==> src/rtl/sc_datapath_pkg.sv <==
// Shared encodings for the SC_STATEMACHINE datapath: ALU opcodes, bus mux sources,
// decoder idle code and shifter operation codes.
package sc_datapath_pkg;

  localparam logic [3:0] ALU_A   = 4'b0000;
  localparam logic [3:0] ALU_OR  = 4'b0001;
  localparam logic [3:0] ALU_AND = 4'b0010;
  localparam logic [3:0] ALU_NOT = 4'b0011;
  localparam logic [3:0] ALU_XOR = 4'b0100;
  localparam logic [3:0] ALU_ADD = 4'b1000;
  localparam logic [3:0] ALU_SUB = 4'b1001;
  localparam logic [3:0] ALU_INC = 4'b1010;
  localparam logic [3:0] ALU_DEC = 4'b1011;

  localparam logic [2:0] SEL_GEN0 = 3'b000;
  localparam logic [2:0] SEL_GEN1 = 3'b001;
  localparam logic [2:0] SEL_GEN2 = 3'b010;
  localparam logic [2:0] SEL_GEN3 = 3'b011;
  localparam logic [2:0] SEL_FIX0 = 3'b100;
  localparam logic [2:0] SEL_FIX1 = 3'b101;
  localparam logic [2:0] SEL_NONE = 3'b111;

  localparam logic [2:0] DEC_NONE = 3'b111;

  localparam logic [1:0] SH_LEFT  = 2'b01;
  localparam logic [1:0] SH_RIGHT = 2'b10;

endpackage

==> src/rtl/sc_datapath_alu.sv <==
// Combinational ALU with active-high status flags; carry/overflow are meaningful
// only for the arithmetic opcodes and forced low otherwise.
module sc_datapath_alu
  import sc_datapath_pkg::*;
#(
  parameter int DATAWIDTH_BUS           = 8,
  parameter int DATAWIDTH_ALU_SELECTION = 4
) (
  input  logic [DATAWIDTH_BUS-1:0]           alu_a,
  input  logic [DATAWIDTH_BUS-1:0]           alu_b,
  input  logic [DATAWIDTH_ALU_SELECTION-1:0] alu_op,
  output logic [DATAWIDTH_BUS-1:0]           alu_result,
  output logic                               overflow,
  output logic                               carry,
  output logic                               negative,
  output logic                               zero
);

  logic                      arith;
  logic                      cin;
  logic [DATAWIDTH_BUS-1:0]  b_eff;
  logic [DATAWIDTH_BUS:0]    uns_sum;
  logic signed [DATAWIDTH_BUS:0] sgn_sum;

  always_comb begin
    arith      = 1'b0;
    cin        = 1'b0;
    b_eff      = '0;
    alu_result = alu_a;
    case (alu_op)
      ALU_OR:  alu_result = alu_a | alu_b;
      ALU_AND: alu_result = alu_a & alu_b;
      ALU_NOT: alu_result = ~alu_a;
      ALU_XOR: alu_result = alu_a ^ alu_b;
      ALU_ADD: begin arith = 1'b1; b_eff = alu_b; end
      ALU_SUB: begin arith = 1'b1; b_eff = ~alu_b; cin = 1'b1; end
      ALU_INC: begin arith = 1'b1; cin = 1'b1; end
      ALU_DEC: begin arith = 1'b1; b_eff = '1; end
      default: alu_result = alu_a;
    endcase

    // One adder serves all four arithmetic ops; the signed copy yields overflow.
    uns_sum = {1'b0, alu_a} + {1'b0, b_eff} + {{DATAWIDTH_BUS{1'b0}}, cin};
    sgn_sum = $signed({alu_a[DATAWIDTH_BUS-1], alu_a})
            + $signed({b_eff[DATAWIDTH_BUS-1], b_eff})
            + $signed({{DATAWIDTH_BUS{1'b0}}, cin});
    if (arith) alu_result = uns_sum[DATAWIDTH_BUS-1:0];

    carry    = arith & uns_sum[DATAWIDTH_BUS];
    overflow = arith & (sgn_sum[DATAWIDTH_BUS] ^ sgn_sum[DATAWIDTH_BUS-1]);
    negative = alu_result[DATAWIDTH_BUS-1];
    zero     = (alu_result == '0);
  end

endmodule

==> src/rtl/sc_datapath_unit.sv <==
// Datapath for the SC_STATEMACHINE controller: register file, BUSA/BUSB muxes, ALU, shifter.
// Optional build macro SC_DATAPATH_ROTATE_EN: shifter code 00 rotates left instead of holding.
module sc_datapath_unit
  import sc_datapath_pkg::*;
#(
  parameter int                           DATAWIDTH_BUS                  = 8,
  parameter int                           DATAWIDTH_DECODER_SELECTION    = 3,
  parameter int                           DATAWIDTH_MUX_SELECTION        = 3,
  parameter int                           DATAWIDTH_ALU_SELECTION        = 4,
  parameter int                           DATAWIDTH_REGSHIFTER_SELECTION = 2,
  parameter logic [DATAWIDTH_BUS-1:0]     REGFIX0_VALUE                  = 8'hF6,
  parameter logic [DATAWIDTH_BUS-1:0]     REGFIX1_VALUE                  = 8'h01
) (
  input  logic                                      SC_STATEMACHINE_CLOCK_50,
  input  logic                                      SC_STATEMACHINE_RESET_InHigh,
  input  logic [DATAWIDTH_DECODER_SELECTION-1:0]    SC_DATAPATH_decoderclearselection_InBUS,
  input  logic [DATAWIDTH_DECODER_SELECTION-1:0]    SC_DATAPATH_decoderloadselection_InBUS,
  input  logic [DATAWIDTH_MUX_SELECTION-1:0]        SC_DATAPATH_muxselectionBUSA_InBUS,
  input  logic [DATAWIDTH_MUX_SELECTION-1:0]        SC_DATAPATH_muxselectionBUSB_InBUS,
  input  logic [DATAWIDTH_ALU_SELECTION-1:0]        SC_DATAPATH_aluselection_InBUS,
  input  logic                                      SC_DATAPATH_regSHIFTERclear_InLow,
  input  logic                                      SC_DATAPATH_regSHIFTERload_InLow,
  input  logic [DATAWIDTH_REGSHIFTER_SELECTION-1:0] SC_DATAPATH_regSHIFTERshiftselection_InLow,
  output logic                                      SC_DATAPATH_overflow_OutLow,
  output logic                                      SC_DATAPATH_carry_OutLow,
  output logic                                      SC_DATAPATH_negative_OutLow,
  output logic                                      SC_DATAPATH_zero_OutLow,
  output logic [DATAWIDTH_BUS-1:0]                  SC_DATAPATH_BUSC_OutBUS,
  output logic [DATAWIDTH_BUS-1:0]                  SC_DATAPATH_regGEN3_OutBUS
);

  logic [3:0][DATAWIDTH_BUS-1:0] gen_reg_p2;
  logic [DATAWIDTH_BUS-1:0]      shifter_p1;
  logic [DATAWIDTH_BUS-1:0]      bus_a;
  logic [DATAWIDTH_BUS-1:0]      bus_b;
  logic [DATAWIDTH_BUS-1:0]      alu_result;
  logic                          overflow, carry, negative, zero;

  function automatic logic [DATAWIDTH_BUS-1:0] bus_mux(
    input logic [DATAWIDTH_MUX_SELECTION-1:0] sel,
    input logic [3:0][DATAWIDTH_BUS-1:0]      regs
  );
    bus_mux = '0;
    case (sel)
      SEL_GEN0: bus_mux = regs[0];
      SEL_GEN1: bus_mux = regs[1];
      SEL_GEN2: bus_mux = regs[2];
      SEL_GEN3: bus_mux = regs[3];
      SEL_FIX0: bus_mux = REGFIX0_VALUE;
      SEL_FIX1: bus_mux = REGFIX1_VALUE;
      default:  bus_mux = '0;
    endcase
  endfunction

  always_comb begin
    bus_a = bus_mux(SC_DATAPATH_muxselectionBUSA_InBUS, gen_reg_p2);
    bus_b = bus_mux(SC_DATAPATH_muxselectionBUSB_InBUS, gen_reg_p2);
  end

  sc_datapath_alu #(
    .DATAWIDTH_BUS           (DATAWIDTH_BUS),
    .DATAWIDTH_ALU_SELECTION (DATAWIDTH_ALU_SELECTION)
  ) u_alu (
    .alu_a      (bus_a),
    .alu_b      (bus_b),
    .alu_op     (SC_DATAPATH_aluselection_InBUS),
    .alu_result (alu_result),
    .overflow   (overflow),
    .carry      (carry),
    .negative   (negative),
    .zero       (zero)
  );

  // Flags leave combinationally so the controller can branch in the issuing state.
  assign SC_DATAPATH_overflow_OutLow = ~overflow;
  assign SC_DATAPATH_carry_OutLow    = ~carry;
  assign SC_DATAPATH_negative_OutLow = ~negative;
  assign SC_DATAPATH_zero_OutLow     = ~zero;

  // Stage p1: ALU result -> shifter (BUSC)
  always_ff @(posedge SC_STATEMACHINE_CLOCK_50 or posedge SC_STATEMACHINE_RESET_InHigh) begin
    if (SC_STATEMACHINE_RESET_InHigh) begin
      shifter_p1 <= '0;
    end else if (!SC_DATAPATH_regSHIFTERclear_InLow) begin
      shifter_p1 <= '0;
    end else if (!SC_DATAPATH_regSHIFTERload_InLow) begin
      shifter_p1 <= alu_result;
    end else begin
      case (SC_DATAPATH_regSHIFTERshiftselection_InLow)
        SH_LEFT:  shifter_p1 <= {shifter_p1[DATAWIDTH_BUS-2:0], 1'b0};
        SH_RIGHT: shifter_p1 <= {1'b0, shifter_p1[DATAWIDTH_BUS-1:1]};
`ifdef SC_DATAPATH_ROTATE_EN
        2'b00:    shifter_p1 <= {shifter_p1[DATAWIDTH_BUS-2:0], shifter_p1[DATAWIDTH_BUS-1]};
`endif
        default:  shifter_p1 <= shifter_p1;
      endcase
    end
  end

  // Stage p2: BUSC -> general registers; clear beats load on the same register
  always_ff @(posedge SC_STATEMACHINE_CLOCK_50 or posedge SC_STATEMACHINE_RESET_InHigh) begin
    if (SC_STATEMACHINE_RESET_InHigh) begin
      gen_reg_p2 <= '0;
    end else begin
      for (int n = 0; n < 4; n++) begin
        if (SC_DATAPATH_decoderclearselection_InBUS == DATAWIDTH_DECODER_SELECTION'(n))
          gen_reg_p2[n] <= '0;
        else if (SC_DATAPATH_decoderloadselection_InBUS == DATAWIDTH_DECODER_SELECTION'(n))
          gen_reg_p2[n] <= shifter_p1;
      end
    end
  end

  assign SC_DATAPATH_BUSC_OutBUS    = shifter_p1;
  assign SC_DATAPATH_regGEN3_OutBUS = gen_reg_p2[3];

endmodule

==> config.mk <==
export PLATFORM = sky130hd
export DESIGN_NAME = sc_datapath_unit
export DESIGN_NICKNAME = d
export VERILOG_FILES = /design/src/rtl/sc_datapath_pkg.sv /design/src/rtl/sc_datapath_alu.sv /design/src/rtl/sc_datapath_unit.sv
export SDC_FILE = /design/constraint.sdc
export NUM_CORES = 1
export LEC_CHECK = 0
export CAP_MARGIN = 20
export CORE_MARGIN = 1.5
export CORE_UTILIZATION = 60
export CTS_CLUSTER_SIZE = 24
export DETAILED_ROUTE_END_ITERATION = 7
export PLACE_DENSITY = 0.85
export SLEW_MARGIN = 40
export SYNTH_ARGS = -nofsm -noshare
export SYNTH_HDL_FRONTEND = slang
export SYNTH_SLANG_ARGS = --single-unit
==> constraint.sdc <==
create_clock -name SC_STATEMACHINE_CLOCK_50 -period 8.7 [get_ports SC_STATEMACHINE_CLOCK_50]
set_clock_uncertainty 0.1 [all_clocks]
set_input_delay 1.74 -clock SC_STATEMACHINE_CLOCK_50 [delete_from_list [all_inputs] [get_ports SC_STATEMACHINE_CLOCK_50]]
set_output_delay 1.74 -clock SC_STATEMACHINE_CLOCK_50 [all_outputs]
set_load 0.01 [all_outputs]
==> results.json <==
{
  "status": "completed",
  "drt.antenna.violating_nets": 0,
  "fp.dieArea_um2": 6280,
  "synthesis.nets": 458,
  "total_placed_cells_including_tap_cells": 494,
  "synth_area_per_cell_um2": 8.50,
  "report.final.slew_viol_count": 0,
  "synth.top_cells.by_count": "o21ai_0 (42), dfrtp_1 (40), nor2_1 (39)",
  "post_cts_buffers": 0,
  "setup-violations-final": 0,
  "area_leader_netlist": "dfrtp_1",
  "cts.path.max_buffers": 2,
  "synthXorXnorAreaFrac_pct": 2.26,
  "synth_compound_gate_area_share_pct": 29.4,
  "synth_instances": 410,
  "ys_dominant_reg_cell": "dfrtp_1",
  "worst_case_headroom_to_the_max_slew_limit_pct": 51.9,
  "fin_setup_tns_ps": 0,
  "placement.cell_area_um2": 3870,
  "syn_area_um2": 3490,
  "yosysUniqueCellTypes": 54,
  "yosys.area_share.simple_pct": 15.2,
  "grt_residual_overflow": 0,
  "post_cts_resize_count": 0,
  "cts-hold-fix-buffers": 0,
  "pwr-share-seq_pct": 40.9,
  "sw_frac_of_total_pct": 32.3,
  "portBuffers": 41,
  "peak_supply_drop_mv": 0.124,
  "seq_area_um2": 1000,
  "worst_setup_path_end_kind": "primary output",
  "cts_made_buffers": 5,
  "grt_util_all_layers_pct": 32.2,
  "rsz0062_at_grt": "false",
  "start_kind": "input pin",
  "layout_setup_ws_ps": 783,
  "critPathMaxFanout": 12,
  "fillerInstances": 456,
  "vias": 3370,
  "cts.htree.levels": 2,
  "finalCritPeriodShare_pct": 91.0,
  "fmax_mhz": 126,
  "design.core.area_um2": 5540,
  "synth_warnings": 0,
  "synth_adder_area_share_pct": 9.76,
  "numClockSinks": 40,
  "synth_enable_flop_cells": 0,
  "initial_utilization_pct": 62.9,
  "p_int_mw": 0.363,
  "final_design_area_no_fill_um2": 4000,
  "clk_tree_root_cell": "clkbuf_8",
  "final-instance-count-excl-fill": 503,
  "synth_top_family_by_area": "compound AO/OA/AOI/OAI gates",
  "layout_cells_sized_above_1_pct": 5.57,
  "route.final.wire_length_mm": 9.76,
  "power.combinational.fraction_pct": 28.9,
  "synthArstFlopShare_pct": 100,
  "areaGrowthSynthToFinish_pct": 14.6,
  "synth_most_common_cell": "o21ai_0",
  "post-route-drc-count": 0,
  "maximum_number_of_pins_on_one_net_before_global_route_repair": 41,
  "powerDensity_nw_per_um2": 134,
  "power.share.clock_pct": 30.2,
  "critPathRequiredTime_ps": 6860,
  "ys_ff_latch": 40,
  "fin_crit_ps": 7920,
  "postLayoutCoreUtil_pct": 72.1,
  "synth.area.top_cells": "dfrtp_1 (29%), ha_1 (8.6%), a22o_1 (8.0%), o21ai_0 (6.0%), mux2i_1 (5.7%)",
  "finalNetCount": 478,
  "total_leakage_power_nw": 1.85,
  "antennaDiodeCount": 0,
  "yosysSeqAreaShare_pct": 28.7,
  "gp_congestion": 0.949,
  "worstMarginPinSlew_ps": 718,
  "top_level_ports": 42,
  "report.power.total_mw": 0.536,
  "final_hold_slack_ps": 445,
  "clock_latency_ps": 300,
  "post-synth-top-area-fraction_pct": 28.7,
  "timing.max_cap.violations": 0,
  "routedWlPerCell_um": 19.4,
  "detailedPlace.worstSlack_ps": 860,
  "post_synth_mux_area_share_pct": 7.36,
  "drt-pass1-iter-count": 5,
  "criticalPathCategory": "in2out",
  "detail_route.iter0.violations": 364,
  "chipHeight_um": 79.2,
  "number_of_global_route_vias_before_repair": 3038,
  "grt_first_pass_wirelength_mm": 15.7,
  "final_hold_viol_count": 0,
  "worst_hold_path_type": "reg2reg",
  "switchingPower_mw": 0.173,
  "die_w_um": 79.2,
  "dp_hpwl_mm": 7.05,
  "cts.reportedPaths.clkPinSlew_ps": 80,
  "number_of_standard_cell_rows_in_the_floorplan": 27,
  "multi_input_comb_area_um2": 2260,
  "arrival_ps": 6080,
  "vias_per_cell": 6.70,
  "cts_tree": "done",
  "number_of_antenna_violations_at_the_first_check_in_global_routing": 0
}
path summary, 6_finish.rpt:
| kind | startpoint | to | slack (ps) | cells after the start |
|---|---|---|---|---|
| min in group asynchronous | SC_STATEMACHINE_RESET_InHigh | SC_DATAPATH_regGEN3_OutBUS[5] | 1770 | 3 |
| max | SC_DATAPATH_muxselectionBUSB_InBUS[2] | SC_DATAPATH_zero_OutLow | 780 | 19 |
| max reg2reg | SC_DATAPATH_regGEN3_OutBUS[0] | SC_DATAPATH_BUSC_OutBUS[6] | 5280 | 14 |
| max in group asynchronous | SC_STATEMACHINE_RESET_InHigh | SC_DATAPATH_BUSC_OutBUS[0] | 6380 | 3 |
| min reg2reg | gen_reg_p2[9] | gen_reg_p2[9] | 440 | 1 |
| min | gen_reg_p2[9] | gen_reg_p2[9] | 440 | 1 |
sequential cells by signal, indices dropped and copies added (netlist names):
name	count
SC_DATAPATH_BUSC_OutBUS	8
SC_DATAPATH_regGEN3_OutBUS	8
gen_reg_p2	24
logic make-up (layout without fill, tap and decap cells):
kind of cell,count (synthesis),count (layout)
DFF,40,40
adders and majority gates,26,26
and+or+nand+nor,107,107
muxes,23,23
buffers and inverters,56,77
xor gates and xnor gates,9,9
AOI/OAI and AO/OA,149,149
critical path, cell delays in order:
cell	delay (ps)
clkdlybuf4s50_1	700
inv_1	200
a21oi_1	190
a211oi_1	70
a31oi_1	290
nor2_1	90
xor2_1	160
nand2_1	110
fa_1	190
inv_1	50
fa_1	400
a21o_1	210
a221oi_1	380
xnor2_1	140
o22ai_1	220
o21ai_0	120
nor4_1	190
nand3_1	110
clkdlybuf4s50_1	520
power by group through the flow:
stage               registers [mW]  clock network (mW)  logic, mW
global placement             0.221                   0      0.145
floorplan                    0.215                   0      0.103
detailed placement           0.221                   0      0.151
global route                 0.220               0.173      0.169
finish                       0.219               0.162      0.155
CTS                          0.218               0.163      0.152
metal layers:
| layer | up-vias | part of all wire, % | GRT usage (%) |
|---|---|---|---|
| li1 | 1532 | - | - |
| met1 | 1628 | 42 | 43.9 |
| met2 | 188 | 48 | 53.2 |
| met3 | 22 | 8.6 | 4.60 |
| met4 | 0 | 1.8 | 9.12 |
| met5 | - | 0 | 0 |
area by class of cell:
class | instances | area share, %
Timing Repair Buffer | 45 | 10.8
Clock buffer | 6 | 2.07
Inverter | 24 | 2.25
Multi-Input combinational cell | 314 | 56.6
Clock inverter | 2 | 0.971
Sequential cell | 40 | 25.1
Tap cell | 72 | 2.25
layout by cell type (no fill, tap or decap), drive strengths merged, types with 3 or more instances in the layout:
| cell type | count |
|---|---|
| o21ai | 43 |
| dfrtp | 40 |
| clkdlybuf4s50 | 40 |
| nor2 | 39 |
| a22o | 32 |
| a21oi | 26 |
| inv | 24 |
| nand2 | 24 |
| ha | 24 |
| mux2i | 20 |
| or3 | 10 |
| o211ai | 7 |
| nor3 | 6 |
| xor2 | 6 |
| clkbuf | 6 |
| nand2b | 5 |
| a2bb2oi | 5 |
| o211a | 5 |
| o22ai | 5 |
| buf | 5 |
| nor2b | 4 |
| nor3b | 4 |
| a211oi | 4 |
| and3 | 3 |
| xnor2 | 3 |
| a21boi | 3 |
| o32a | 3 |
| a31oi | 3 |
Power figures use the tool's default switching activity.
